==> src/rtl/serial_substractor_ctrl_if.sv <==
// Request/result bus of the bit-serial subtractor controller.
// The master drives operands, start and ack; the slave returns status and result.
interface serial_substractor_ctrl_if #(
    parameter int WIDTH = 8
);
    logic             start;
    logic [WIDTH-1:0] a;
    logic [WIDTH-1:0] b;
    logic             bin;
    logic             ready;
    logic             busy;
    logic             done;
    logic [WIDTH-1:0] diff;
    logic             bout;
    logic             ack;
    logic             ovf;

    modport master (
        output start, a, b, bin, ack,
        input  ready, busy, done, diff, bout, ovf
    );

    modport slave (
        input  start, a, b, bin, ack,
        output ready, busy, done, diff, bout, ovf
    );
endinterface

==> src/rtl/serial_substractor_ctrl.sv <==
// Bit-serial WIDTH-bit subtractor: diff = a - b - bin, one bit per clock, LSB first.
// Define SERIAL_SUB_OVF_EN to build the signed-overflow flag; otherwise ovf is tied to 0.
module serial_substractor_ctrl #(
    parameter int WIDTH = 8
) (
    input  logic                       clk,
    input  logic                       rst_n,
    serial_substractor_ctrl_if.slave   bus
);
    localparam int CntW = $clog2(WIDTH);

    typedef enum logic [1:0] {IDLE, RUN, DONE} stateT;

    stateT            state;
    stateT            nextState;
    logic [WIDTH-1:0] sa;
    logic [WIDTH-1:0] sb;
    logic             borrow;
    logic [CntW-1:0]  cnt;
    logic [WIDTH-1:0] diffQ;
    logic             boutQ;
    logic             lastBit;

    // Shared single-bit full subtractor cell: x - y - z -> D, borrow B.
    logic cellX, cellY, cellZ, dBit, bBit;

    always_comb begin
        cellX = sa[0];
        cellY = sb[0];
        cellZ = borrow;
        dBit  = cellX ^ cellY ^ cellZ;
        bBit  = (~cellX & cellY) | (~(cellX ^ cellY) & cellZ);
    end

    assign lastBit = (cnt == CntW'(WIDTH - 1));

    // NOTE: sequential state uses non-blocking assignments so every flop samples pre-edge values.
    always_ff @(posedge clk or negedge rst_n) begin
        if (!rst_n) state <= IDLE;
        else        state <= nextState;
    end

    // NOTE: default assignment first keeps this combinational block latch-free.
    always_comb begin
        nextState = state;
        case (state)
            IDLE:    if (bus.start) nextState = RUN;
            RUN:     if (lastBit)   nextState = DONE;
            DONE:    if (bus.ack)   nextState = IDLE;
            default: nextState = IDLE;
        endcase
    end

    always_comb begin
        bus.ready = (state == IDLE);
        bus.busy  = (state == RUN);
        bus.done  = (state == DONE);
    end

    always_ff @(posedge clk or negedge rst_n) begin
        if (!rst_n) begin
            sa     <= '0;
            sb     <= '0;
            borrow <= 1'b0;
            cnt    <= '0;
            diffQ  <= '0;
            boutQ  <= 1'b0;
        end else begin
            case (state)
                IDLE: begin
                    if (bus.start) begin
                        sa     <= bus.a;
                        sb     <= bus.b;
                        borrow <= bus.bin;
                        cnt    <= '0;
                    end
                end
                RUN: begin
                    diffQ  <= {dBit, diffQ[WIDTH-1:1]};
                    borrow <= bBit;
                    sa     <= sa >> 1;
                    sb     <= sb >> 1;
                    // Counter stops at WIDTH-1 so it never wraps while running.
                    if (lastBit) boutQ <= bBit;
                    else         cnt   <= cnt + 1'b1;
                end
                default: ;
            endcase
        end
    end

    assign bus.diff = diffQ;
    assign bus.bout = boutQ;

`ifdef SERIAL_SUB_OVF_EN
    logic aMsb;
    logic bMsb;
    logic ovfQ;

    // The final D bit is the result MSB, so overflow is decided on the last step.
    always_ff @(posedge clk or negedge rst_n) begin
        if (!rst_n) begin
            aMsb <= 1'b0;
            bMsb <= 1'b0;
            ovfQ <= 1'b0;
        end else begin
            if (state == IDLE && bus.start) begin
                aMsb <= bus.a[WIDTH-1];
                bMsb <= bus.b[WIDTH-1];
            end
            if (state == RUN && lastBit)
                ovfQ <= (aMsb != bMsb) && (dBit != aMsb);
        end
    end

    assign bus.ovf = ovfQ;
`else
    assign bus.ovf = 1'b0;
`endif
endmodule

==> src/flat_wrapper.sv <==
// flat-port wrapper written by rule: the top's interface ports become plain ports
module serial_substractor_ctrl_flat 
#(
    parameter int WIDTH = 8
)
  (clk, rst_n, bus_start, bus_a, bus_b, bus_bin, bus_ack, bus_ready, bus_busy, bus_done, bus_diff, bus_bout, bus_ovf);
  serial_substractor_ctrl_if #(.WIDTH(WIDTH)) bus_i ();
  input  logic clk;
  input  logic rst_n;
  input wire logic [$bits(bus_i.start)-1:0] bus_start;
  input wire logic [$bits(bus_i.a)-1:0] bus_a;
  input wire logic [$bits(bus_i.b)-1:0] bus_b;
  input wire logic [$bits(bus_i.bin)-1:0] bus_bin;
  input wire logic [$bits(bus_i.ack)-1:0] bus_ack;
  output wire logic [$bits(bus_i.ready)-1:0] bus_ready;
  output wire logic [$bits(bus_i.busy)-1:0] bus_busy;
  output wire logic [$bits(bus_i.done)-1:0] bus_done;
  output wire logic [$bits(bus_i.diff)-1:0] bus_diff;
  output wire logic [$bits(bus_i.bout)-1:0] bus_bout;
  output wire logic [$bits(bus_i.ovf)-1:0] bus_ovf;
  assign bus_i.start = bus_start;
  assign bus_i.a = bus_a;
  assign bus_i.b = bus_b;
  assign bus_i.bin = bus_bin;
  assign bus_i.ack = bus_ack;
  assign bus_ready = bus_i.ready;
  assign bus_busy = bus_i.busy;
  assign bus_done = bus_i.done;
  assign bus_diff = bus_i.diff;
  assign bus_bout = bus_i.bout;
  assign bus_ovf = bus_i.ovf;
  serial_substractor_ctrl #(.WIDTH(WIDTH)) u_core (.clk(clk), .rst_n(rst_n), .bus(bus_i));
endmodule
==> config.mk <==
export PLATFORM = sky130hd
export DESIGN_NAME = serial_substractor_ctrl_flat
export DESIGN_NICKNAME = d
export VERILOG_FILES = /design/src/rtl/serial_substractor_ctrl_if.sv /design/src/rtl/serial_substractor_ctrl.sv /design/src/flat_wrapper.sv
export SDC_FILE = /design/constraint.sdc
export NUM_CORES = 1
export LEC_CHECK = 0
export CAP_MARGIN = 40
export CORE_ASPECT_RATIO = 0.7
export CORE_UTILIZATION = 70
export CTS_BUF_LIST = sky130_fd_sc_hd__clkbuf_8
export DETAILED_ROUTE_END_ITERATION = 8
export DONT_BUFFER_PORTS = 1
export PLACE_DENSITY_LB_ADDON = 0.1
export SETUP_SLACK_MARGIN = 0.02
export SLEW_MARGIN = 40
export SYNTH_ARGS = -nofsm -noshare
export SYNTH_HDL_FRONTEND = slang
export SYNTH_SLANG_ARGS = --single-unit
==> constraint.sdc <==
create_clock -name clk -period 2.35 [get_ports clk]
set_input_delay 0.235 -clock clk [delete_from_list [all_inputs] [get_ports clk]]
set_output_delay 0.235 -clock clk [all_outputs]
set_load 0.1 [all_outputs]
# --- Word-level counts from Yosys, hierarchy flattened ---
# Cells that the tools add are included.
word_totals:
  ff_bits: 31
  in_bits: 21
  output_inout_bits: 13
  wordCells: 41
classes:
  addsub: 1
  n_eq_ne: 7
  muxes: 13
  n_bitwise: 7
  reduce_logical: 6
ops:
  columns: ["op", "n"]
  rows:
  - ["case mux 8 bit (2 select lines)", 2]
  - ["2-to-1 mux 8 bit", 2]
  - ["2-to-1 mux 2 bit", 3]
  - ["2-to-1 mux 3 bit", 2]
  - ["!= test 2 bit, second input constant", 3]
  - ["case mux 2 bit (3 select lines)", 1]
  - ["case mux 3 bit (2 select lines)", 1]
  - ["AND reduction 3 bit", 2]
  - ["AND reduction 2 bit", 2]
  - ["adder 3 x 1 -> 3 bit, second input constant", 1]
  - ["equality test 3 bit, second input constant", 1]
  - ["AND 1 bit", 2]
  - ["equality test 2 x 1 -> 1 bit, second input constant", 1]
  - ["equality test 2 bit, second input constant", 1]
  - ["zero test 2 bit", 1]
  - ["!= test 2 x 1 -> 1 bit, second input constant", 1]
  - ["NOT 1 bit", 2]
  - ["case mux 1 bit (2 select lines)", 1]
  - ["nonzero test 2 bit", 1]
  - ["XOR 1 bit", 2]
  - ["2-to-1 mux 1 bit", 1]
  - ["bitwise OR 1 bit", 1]

# --- Logic depth before layout (Yosys ltp) ---
# Gate-level depths: netlist (run 1).
logic_depth:
  ltp_word: 5
  mapped_depth: 5

# --- Worst setup path after synthesis (run 1) ---
# No wires, ideal clock.
synth_timing:
  path_kind: "register -> register"
  from: "register u_core.state[0]"
  to: "register u_core.borrow"
  setup_ps: 234
  t_arrival_ps: 2111
  slack_ps: 5
  stages_incl_launch_ff: 4
  n_path_buf: 1
  period_less_slack_ps: 2345
  cell_sequence: "dfrtp_1 -> buf_6 -> nor2_1 -> a222oi_1"
synth_between:
  elab_chain_len: 3
synth_lines:
  columns: ["item", "line_no", "rtl"]
  rows:
  - ["start, declared", "serial_substractor_ctrl.sv:14", "stateT state;"]
  - ["start signal, assigned", "serial_substractor_ctrl.sv:40", "else state <= nextState;"]
  - ["zero test 2 bit *", null, null]
  - ["named net bus_ready", "flat_wrapper.sv:15", "output wire logic [$bits(bus_i.ready)-1:0] bus_ready;"]
  - ["!= test 2 bit (no source line) / nonzero test 2 bit (equally long branches)", null, null]
  - ["AND reduction 2 bit (no source line)", null, null]
  - ["end signal, assigned", "serial_substractor_ctrl.sv:74", "borrow <= bus.bin;"]
  - ["end signal, assigned", "serial_substractor_ctrl.sv:80", "borrow <= bBit;"]
  - ["end, declared", "serial_substractor_ctrl.sv:18", "logic borrow;"]
# The timed path passes the listed nets; every way through them passes the cells marked *.
# A chain may end at the register's enable or synchronous reset.

# --- Worst setup path after layout (run 1) ---
layout_timing:
  from: "register u_core.state[0]"
  to: "output bus_busy"
layout_between:
  elab_chain_len: 1
layout_lines:
  columns: ["item", "line_no", "rtl"]
  rows:
  - ["equality test 2 x 1 -> 1 bit", "serial_substractor_ctrl.sv:56", "bus.busy = (state == RUN);"]
  - ["end, declared", "flat_wrapper.sv:16", "output wire logic [$bits(bus_i.busy)-1:0] bus_busy;"]
# No other way between the ends.

==> results of run 1 <==
worst max-delay path by stage:
stage,end,start
floorplan,u_core.bus.diff[7]$_DFFE_PN0N_,u_core.state[1]$_DFFE_PN0P_
global route,bus_busy,u_core.state[0]$_DFFE_PN0P_
global placement,u_core.sb[5]$_DFFE_PN0P_,u_core.state[1]$_DFFE_PN0P_
detailed placement,u_core.sb[5]$_DFFE_PN0P_,u_core.state[1]$_DFFE_PN0P_
CTS,bus_busy,u_core.state[0]$_DFFE_PN0P_
finish,bus_busy,u_core.state[0]$_DFFE_PN0P_
sequential cells by signal, indices dropped and copies added, names as in the netlist:
| signal | flops |
|---|---|
| u_core.borrow | 1 |
| u_core.cnt | 3 |
| u_core.sa | 8 |
| u_core.bus.diff | 8 |
| u_core.state | 2 |
| u_core.sb | 8 |
| u_core.bus.bout | 1 |
routing by layer:
layer,vias up,track usage (%),wire (um)
li1,512,-,-
met1,578,42.9,1510
met2,30,52.0,1800
met3,8,8.41,146
met4,0,11.4,63
met5,-,0,0
cells in the mapped netlist (all sizes together):
| library cell | number | area, um^2 |
|---|---|---|
| dfrtp | 31 | 776 |
| inv | 18 | 67.6 |
| nor3b | 13 | 97.6 |
| nor4b | 13 | 114 |
| a211oi | 12 | 90.1 |
| buf | 10 | 75.1 |
| mux2 | 8 | 90.1 |
| nand2b | 6 | 45.0 |
| clkbuf | 3 | 11.3 |
| ha | 2 | 25.0 |
| nand3 | 2 | 10.0 |
| o221a | 2 | 22.5 |
| o221ai | 2 | 17.5 |
| or4b | 2 | 20.0 |
| a211o | 1 | 8.76 |
| a21oi | 1 | 5.00 |
| a221o | 1 | 10.0 |
| a222oi | 1 | 10.0 |
| a32o | 1 | 10.0 |
| and2 | 1 | 6.26 |
| and3 | 1 | 6.26 |
| conb | 1 | 3.75 |
| fa | 1 | 20.0 |
| mux2i | 1 | 10.0 |
| nand3b | 1 | 7.51 |
| nor2 | 1 | 3.75 |
| nor2b | 1 | 6.26 |
| o21ai | 1 | 5.00 |
| o21ba | 1 | 10.0 |
| o21bai | 1 | 7.51 |
stage by stage:
step	setup WS, ns	hold WS, ns	instances	instance area [um^2]
3_5_place_dp	0.865	-0.0600	170	1670
2_1_floorplan	0.458	-0.0606	140	1590
5_1_grt	0.504	0.0297	180	1820
3_3_place_gp	0.915	-0.0599	166	1600
6_report	0.562	0.0322	180	1820
4_1_cts	0.600	0.0355	180	1820
final cells by class:
type | count | area share [%]
well taps | 32 | 2.20
clock buffers | 6 | 4.54
repair buffers | 13 | 7.98
clock inverters | 2 | 1.93
inverters | 18 | 3.72
flip-flops and latches | 31 | 43.1
multi-input cells | 78 | 36.5
worst max-delay path: stages, from the launching register on:
cell      delay [ns]
dfrtp_1         0.63
nand2b_4        0.19
inv_1           0.14
buf_4           0.30
repair_timing:
action	in CTS	in global routing
hold buffers	2	0
endpoints found under the hold margin	31	0
resized for setup	0	0
logic make-up after synthesis:
logic type / Yosys count / synth area share, %
buffers and inverters: 31 / 9.67
multiplexers: 9 / 6.29
flip-flops: 31 / 48.7
AO/OA/AOI/OAI: 24 / 12.3
other: 1 / 0.236
AND/OR/NAND/NOR: 41 / 19.9
adder cells (fa/ha/maj): 3 / 2.83
==> flow_metrics.py, run 1 <==
metrics = {
    "critical_path": {
        "startpoint_type": "flop",
        "r2r-end": "u_core.sb[5]$_DFFE_PN0P_",
        "crit-reg2reg-launch": "u_core.state[1]$_DFFE_PN0P_",
        "setup.worst_path.end_class": "primary output",
        "regToRegSetupSlack_ns": 0.82,
        "crit_required_ns": 2.12,
        "critPathMaxFanout": 12,
        "critPathKind": "flop to primary output",
        "cp_data_arrival_time_ns": 1.55,
        "r2r_cells": 3,
    },
    "routing": {
        "routedWlPerCell_um": 19.6,
        "drc_errors": 0,
        "wirelength_um": 3530,
        "drtIter0Drc": 73,
        "avgViaCountPerCell": 6.27,
        "postRouteAntennaNets": 0,
        "vias": 1128,
        "first_pass_iters": 4,
    },
    "final_layout": {
        "most-common-layout-cells": "25 x dfrtp_1, 18 x inv_1, 13 x nor4b_1, 13 x nor3b_1, 12 x a211oi_1",
        "syn2layout_area_growth_pct": 14.2,
        "multiInputGateArea_um2": 664,
        "drive_gt1_share_pct": 25.0,
        "nets": 171,
        "fin_util_pct": 84.4,
        "ff_latch_area_um2": 783,
        "n_antenna_cell": 0,
        "final_common_cell": "dfrtp_1",
        "final.fill_count": 118,
    },
    "global_routing": {
        "antenna_found_initial": 0,
        "grt_pass1_vias": 1159,
        "grt_max_degree": 32,
        "grt_pass1_wl_um": 5630,
        "overflow": 0,
        "grt.total_usage_pct": 32.5,
    },
    "clock_network": {
        "cts_root_buf": "clkbuf_8",
        "cts_buffers": 5,
        "clkSlewWorstSetupHoldPaths_ns": 0.07,
        "ctsHtreeMaxLevel": 2,
        "cts_tree": "yes",
        "clkLatencyLatePin_ns": 0.29,
        "numClockSinks": 31,
        "postCtsSetupBuffers": 0,
        "cts_max_path_buffers": 2,
    },
    "floorplanning": {
        "die_h_um": 41.9,
        "core_area_um2": 2150,
        "initial_core_util_pct": 73.9,
        "die_x_um": 59.0,
        "num_rows": 14,
        "dieArea_um2": 2470,
        "ioPinCount": 34,
    },
    "hold_path": {
        "hp-start": "bus_ack",
        "hold_path_depth": 1,
        "holdCritPathClass": "input pin to flop",
        "holdPathEnd": "u_core.state[1]$_DFFE_PN0P_",
    },
    "synth": {
        "synth_sequential_area_ratio_pct": 48.7,
        "netlist_instances": 140,
        "syn_avg_cell_area_um2": 11.4,
        "ys_ff_latch": 31,
        "synth.net_count": 164,
        "syn_area_um2": 1590,
        "synth_cell_types": 34,
        "ys_warn_count": 0,
    },
    "sta": {
        "finClkSkew_ns": 0.0108,
        "period_share_pct": 76.1,
        "rsz0062_at_grt": "no",
        "final-max-slew-violation-count": 0,
        "setup_violations": 0,
        "finalCriticalPeriod_ns": 1.79,
        "worstMarginPinSlew_ns": 0.510,
        "finalHoldViolations": 0,
        "fin_tns_setup_ns": 0,
        "max_freq_mhz": 559,
        "relSlewSlack_pct": 66.0,
    },
    "outcome": {
        "status": "completed",
    },
    "place": {
        "dp_hpwl_um": 1990,
        "place_congestion": 0.698,
        "portBuffers": 0,
    },
    "job": {
        "drv_cap": 0,
    },
}
Power of run 1 is not shown: default switching activity piles up to over one toggle a cycle in this logic, so the estimate is an artifact.
==> run 2, diff against run 1 <==
--- a/config.mk
+++ b/config.mk
@@ -5,9 +5,10 @@
 export SDC_FILE = /design/constraint.sdc
 export NUM_CORES = 1
 export LEC_CHECK = 0
+export ABC_AREA = 1
 export CAP_MARGIN = 40
 export CORE_ASPECT_RATIO = 0.7
-export CORE_UTILIZATION = 70
+export CORE_UTILIZATION = 58
 export CTS_BUF_LIST = sky130_fd_sc_hd__clkbuf_8
 export DETAILED_ROUTE_END_ITERATION = 8
 export DONT_BUFFER_PORTS = 1
==> constraint.sdc (replaced) <==
create_clock -name clk -period 1.5 [get_ports clk]
set_input_delay 0.15 -clock clk [delete_from_list [all_inputs] [get_ports clk]]
set_output_delay 0.15 -clock clk [all_outputs]
set_load 0.1 [all_outputs]
==> flow_metrics.py, run 2 <==
metrics = {
    "power_and_ir_drop": {
        "power_mw": 4.90,
        "power_density_nw_per_um2": 2660,
        "switching_power_mw": 2.47,
        "seqPwrFrac_pct": 29.5,
        "sw_frac_of_total_pct": 50.5,
        "clockPowerShare_pct": 17.2,
        "ir_drop_v": 0.00167,
        "p_comb_share_pct": 53.3,
        "p_int_mw": 2.43,
        "leakagePower_nw": 1.02,
    },
    "clock_network": {
        "cts_tree": "yes",
        "ctsHtreeMaxLevel": 2,
        "numClockSinks": 31,
        "cts_root_buf": "clkbuf_8",
        "cts_buffers": 5,
        "clkLatencyLatePin_ns": 0.28,
        "clkSlewWorstSetupHoldPaths_ns": 0.06,
        "cts_max_path_buffers": 2,
    },
    "final_layout": {
        "stdcell_count": 250,
        "drive_gt1_share_pct": 17.6,
        "fin_util_pct": 74.9,
        "most-common-layout-cells": "102 x nand2_1, 30 x dfrtp_1, 17 x buf_4, 16 x nand3_1, 11 x inv_1",
        "n_antenna_cell": 0,
        "syn2layout_area_growth_pct": 22.7,
        "nets": 239,
        "final_common_cell": "nand2_1",
    },
    "outcome": {
        "status": "completed",
    },
    "routing": {
        "wirelength_um": 3220,
        "routedWlPerCell_um": 12.9,
        "avgViaCountPerCell": 5.27,
        "vias": 1317,
        "first_pass_iters": 4,
        "drc_errors": 0,
        "postRouteAntennaNets": 0,
        "drtIter0Drc": 70,
    },
    "critical_path": {
        "critPathKind": "flop to primary output",
        "critPathMaxFanout": 11,
        "setup.worst_path.end_class": "primary output",
        "crit_required_ns": 1.35,
        "startpoint_type": "flop",
        "cp_data_arrival_time_ns": 1.31,
    },
    "place": {
        "place_congestion": 0.769,
        "numPlacedInstances": 235,
        "portBuffers": 0,
        "dp_hpwl_um": 2100,
    },
    "hold_path": {
        "holdCritPathClass": "input pin to flop",
    },
    "global_routing": {
        "gr-usage-met2_pct": 42.2,
        "grt_pass1_vias": 1144,
        "grt_busiest_layer": "met2",
        "grt_max_degree": 32,
        "antenna_found_initial": 0,
        "met1_usage_pct": 33.2,
        "grt.total_usage_pct": 25.7,
        "overflow": 0,
        "grt_pass1_wl_um": 5200,
        "grtUsageMet3_pct": 8.51,
    },
    "synth": {
        "syn_area_um2": 1500,
        "yosys_most_used_dff": "dfrtp_1",
        "yosysTopAreaCell": "dfrtp_1",
        "synth.most_common_cell": "nand2_1",
        "netlist_instances": 194,
        "synthArstFlopShare_pct": 100,
        "synth.net_count": 218,
        "synth_edf_count": 0,
        "ys_warn_count": 0,
        "ys_ff_latch": 31,
        "ys_top_cells_by_count": "103 x nand2_1, 31 x dfrtp_1, 16 x nand3_1, 11 x inv_1, 7 x buf_2",
        "synth_cell_types": 19,
        "synth_sequential_area_ratio_pct": 51.7,
        "synth_area_leaders": "dfrtp_1 52%, nand2_1 26%, nand3_1 5.3%",
        "syn_avg_cell_area_um2": 7.74,
        "synth_top_area_share_pct": 51.7,
    },
    "sta": {
        "final-max-slew-violation-count": 0,
        "finalCriticalPeriod_ns": 1.46,
        "finalHoldViolations": 0,
        "timing.hold.ws_ns": 0.0623,
        "period_share_pct": 97.5,
        "finClkSkew_ns": 0.00315,
        "setup_violations": 0,
        "fin_tns_setup_ns": 0,
        "max_freq_mhz": 683,
        "rsz0062_at_grt": "yes",
    },
    "job": {
        "drv_cap": 0,
    },
    "floorplanning": {
        "core_area_um2": 2460,
        "ioPinCount": 34,
        "num_rows": 15,
        "initial_core_util_pct": 61.1,
        "die_x_um": 62.8,
        "die_h_um": 44.6,
        "dieArea_um2": 2800,
    },
}
==> run 2: cell types whose count changed after synthesis, sizes merged, moves of 3 or more <==
cell / delta
a211oi: -12
clkbuf: -3
inv: -4
mux2: -8
nand2: +106
nand2b: -6
nand3: +14
nand4: +3
nor3b: -13
nor4b: -13
o21ai: +6
==> run 2: per-stage QoR <==
step           setup WS [ns]  cell area (um^2)
2_1_floorplan         0.0543              1520
3_3_place_gp           0.139              1640
3_5_place_dp          0.0690              1640
4_1_cts               0.0518              1830
5_1_grt               0.0126              1840
6_report              0.0368              1840
==> run 2: logic make-up (layout without fill, tap and decap cells) <==
group / after synthesis / after routing / share of synthesized area [%]
DFF: 31 / 31 / 51.7
AOI/OAI and AO/OA: 8 / 8 / 2.83
adders and majority gates: 3 / 3 / 3.00
and+or+nand+nor: 128 / 128 / 35.2
buffers and inverters: 23 / 45 / 7.08
other: 1 / 1 / 0.250
==> run 2: path summary, 6_finish.rpt <==
path	start	end	slack, ns	depth (start not counted)
max in group asynchronous	rst_n	u_core.state[0]$_DFFE_PN0P_	1.01	2
worst max register to register	u_core.cnt[0]$_DFFE_PN0P_	u_core.cnt[1]$_DFFE_PN0P_	0.19	6
min in group asynchronous	rst_n	u_core.sb[3]$_DFFE_PN0P_	0.31	2
worst min-delay path	bus_a[6]	u_core.sa[6]$_DFFE_PN0P_	0.06	4
worst min register to register	u_core.cnt[1]$_DFFE_PN0P_	u_core.cnt[1]$_DFFE_PN0P_	0.49	2
worst max-delay path	u_core.state[0]$_DFFE_PN0P_	bus_done	0.04	3
==> run 2: cell type report <==
type	instances	area (um^2)
flip-flops and latches	31	777
repair buffers	23	208
clock buffers	6	82.6
clock inverters	2	35.0
well taps	34	42.5
multi-input cells	140	642
inverters	14	55.1
fillers	188	617
==> run 2: critical path, stage by stage (launching register included) <==
cell,delay (ns)
dfrtp_2,0.49
buf_4,0.21
nor2_4,0.14
buf_12,0.18
==> run 2: metal layers <==
layer  vias to the layer above  share of wire, %
met5                         -                 0
met4                         0              0.40
met3                         4               6.1
met2                        43                51
met1                       632                42
li1                        638                 -
==> run 2: power groups by stage <==
| stage | clock (mW) | sequential, mW | combinational [mW] |
|---|---|---|---|
| floorplan | 0 | 2.19 | 1.28 |
| global placement | 0 | 1.44 | 2.44 |
| detailed placement | 0 | 1.46 | 2.52 |
| CTS | 0.857 | 1.43 | 2.61 |
| global route | 0.886 | 1.49 | 2.84 |
| finish | 0.843 | 1.45 | 2.61 |
==> run 2: repair_timing <==
| item | CTS | global route |
|---|---|---|
| setup buffers | 2 | 0 |
| pin swaps | 0 | 0 |
| endpoints found under the hold margin | 34 | 0 |
| hold buffers | 5 | 0 |
| setup endpoints to repair | 2 | 15 |
| resized for setup | 0 | 2 |
Power figures use the tool's default switching activity.
==> run 3, diff against run 2 <==
--- a/config.mk
+++ b/config.mk
@@ -8,7 +8,7 @@
 export ABC_AREA = 1
 export CAP_MARGIN = 40
 export CORE_ASPECT_RATIO = 0.7
-export CORE_UTILIZATION = 58
+export CORE_UTILIZATION = 55
 export CTS_BUF_LIST = sky130_fd_sc_hd__clkbuf_8
 export DETAILED_ROUTE_END_ITERATION = 8
 export DONT_BUFFER_PORTS = 1
==> constraint.sdc (replaced) <==
create_clock -name clk -period 1.8 [get_ports clk]
set_input_delay 0.18 -clock clk [delete_from_list [all_inputs] [get_ports clk]]
set_output_delay 0.18 -clock clk [all_outputs]
set_load 0.1 [all_outputs]
==> flow_metrics.py, run 3 (synthesis results as in run 2) <==
metrics = {
    "outcome": {
        "status": "completed",
    },
    "critical_path": {
        "cp_data_arrival_time_ns": 1.43,
        "cp_slowest_cell": "dfrtp_2",
        "startpoint_type": "flop",
        "crit_path_max_incr_delay_ns": 0.50,
        "critPathMaxFanout": 12,
        "crit_chain": "inv_2, nor2_4, buf_4",
        "crit_family": "flip-flops",
        "setup.worst_path.end_class": "primary output",
        "crit_required_ns": 1.62,
        "critPathKind": "flop to primary output",
        "worst-path-buf-inv": 2,
    },
    "routing": {
        "vias": 1263,
        "first_pass_iters": 4,
        "drc_errors": 0,
        "routedWlPerCell_um": 13.0,
        "avgViaCountPerCell": 5.22,
        "postRouteAntennaNets": 0,
        "drtIter0Drc": 154,
        "wirelength_um": 3140,
    },
    "sta": {
        "final-max-slew-violation-count": 0,
        "finClkSkew_ns": 0.00552,
        "rsz0062_at_grt": "no",
        "period_share_pct": 89.5,
        "finalCriticalPeriod_ns": 1.61,
        "setup_violations": 0,
        "fin_tns_setup_ns": 0,
        "max_freq_mhz": 621,
        "finalHoldViolations": 0,
    },
    "place": {
        "dp_hpwl_um": 2000,
        "portBuffers": 0,
        "place_congestion": 0.801,
    },
    "global_routing": {
        "overflow": 0,
        "grt.total_usage_pct": 23.0,
        "grt_pass1_wl_um": 4910,
        "grt_max_degree": 32,
        "grt_pass1_vias": 1119,
        "antenna_found_initial": 0,
    },
    "clock_network": {
        "ctsHtreeMaxLevel": 2,
        "cts_root_buf": "clkbuf_8",
        "clkLatencyLatePin_ns": 0.28,
        "clkSlewWorstSetupHoldPaths_ns": 0.06,
        "cts_buffers": 5,
        "cts_max_path_buffers": 2,
        "numClockSinks": 31,
        "cts_tree": "yes",
        "postCtsSetupBuffers": 0,
    },
    "final_layout": {
        "syn2layout_area_growth_pct": 14.8,
        "multiInputGateArea_um2": 624,
        "n_antenna_cell": 0,
        "most-common-layout-cells": "103 x nand2_1, 30 x dfrtp_1, 16 x nand3_1, 13 x buf_4, 12 x inv_1",
        "drive_gt1_share_pct": 14.9,
        "nets": 231,
        "final.fill_count": 211,
        "final_common_cell": "nand2_1",
        "ff_latch_area_um2": 777,
    },
    "floorplanning": {
        "die_h_um": 45.7,
        "ioPinCount": 34,
        "dieArea_um2": 2950,
        "initial_core_util_pct": 59.7,
        "num_rows": 15,
        "die_x_um": 64.5,
        "core_area_um2": 2510,
    },
    "job": {
        "drv_cap": 0,
    },
    "hold_path": {
        "holdCritPathClass": "input pin to flop",
    },
}
==> run 3: cell count changes in the layout (fill, tap and decap cells not counted), moves of 2 or more <==
cell,delta
buf_4,-4
dlygate4sd3_1,-3
nor2_2,+2
nor2_4,-2
==> run 3: what timing repair did <==
item	CTS	global route
resized for setup	0	1
endpoints found under the hold margin	31	0
hold buffers	2	0
setup endpoints to repair	0	1
==> run 3: layout make-up <==
type | instances | share of cell area (%)
well taps | 34 | 2.47
multi-input cells | 140 | 36.2
repair buffers | 15 | 7.40
inverters | 14 | 3.05
clock inverters | 1 | 0.218
flip-flops and latches | 31 | 45.1
clock buffers | 7 | 5.59
==> run 3: stage by stage <==
step | instances | hold slack (ns) | setup WS (ns) | area, um^2 | util, %
after detailed placement | 232 | -0.115 | 0.224 | 1590 | 63.3
after CTS | 242 | 0.00530 | 0.0633 | 1720 | 68.5
after floorplan | 194 | -0.116 | 0.160 | 1510 | -
after global placement | 232 | -0.115 | 0.289 | 1590 | 63.3
final | 242 | 0.00725 | 0.189 | 1720 | 68.6
after global routing | 242 | 0.0127 | 0.0951 | 1720 | 68.6
==> run 3: path summary, 6_finish.rpt <==
path / from / to / slack (ns) / cells past startpoint
min in group asynchronous: rst_n / u_core.bus.diff[4]$_DFFE_PN0N_ / 0.34 / 2
setup reg to reg: u_core.state[1]$_DFFE_PN0P_ / u_core.sa[0]$_DFFE_PN0P_ / 0.21 / 6
hold reg to reg: u_core.sa[2]$_DFFE_PN0P_ / u_core.sa[2]$_DFFE_PN0P_ / 0.48 / 2
hold / removal: bus_ack / u_core.state[1]$_DFFE_PN0P_ / 0.007 / 1
max in group asynchronous: rst_n / u_core.state[0]$_DFFE_PN0P_ / 1.27 / 2
setup / recovery: u_core.state[0]$_DFFE_PN0P_ / bus_busy / 0.19 / 3
==> run 3: per-layer routing <==
metal	global-route usage, %	up-vias	wire [um]
met4	11.6	0	37
met5	0	-	0
met1	26.9	607	1400
li1	-	618	-
met2	38.5	33	1510
met3	8.25	5	189
Power of run 3 is left out for the same reason.
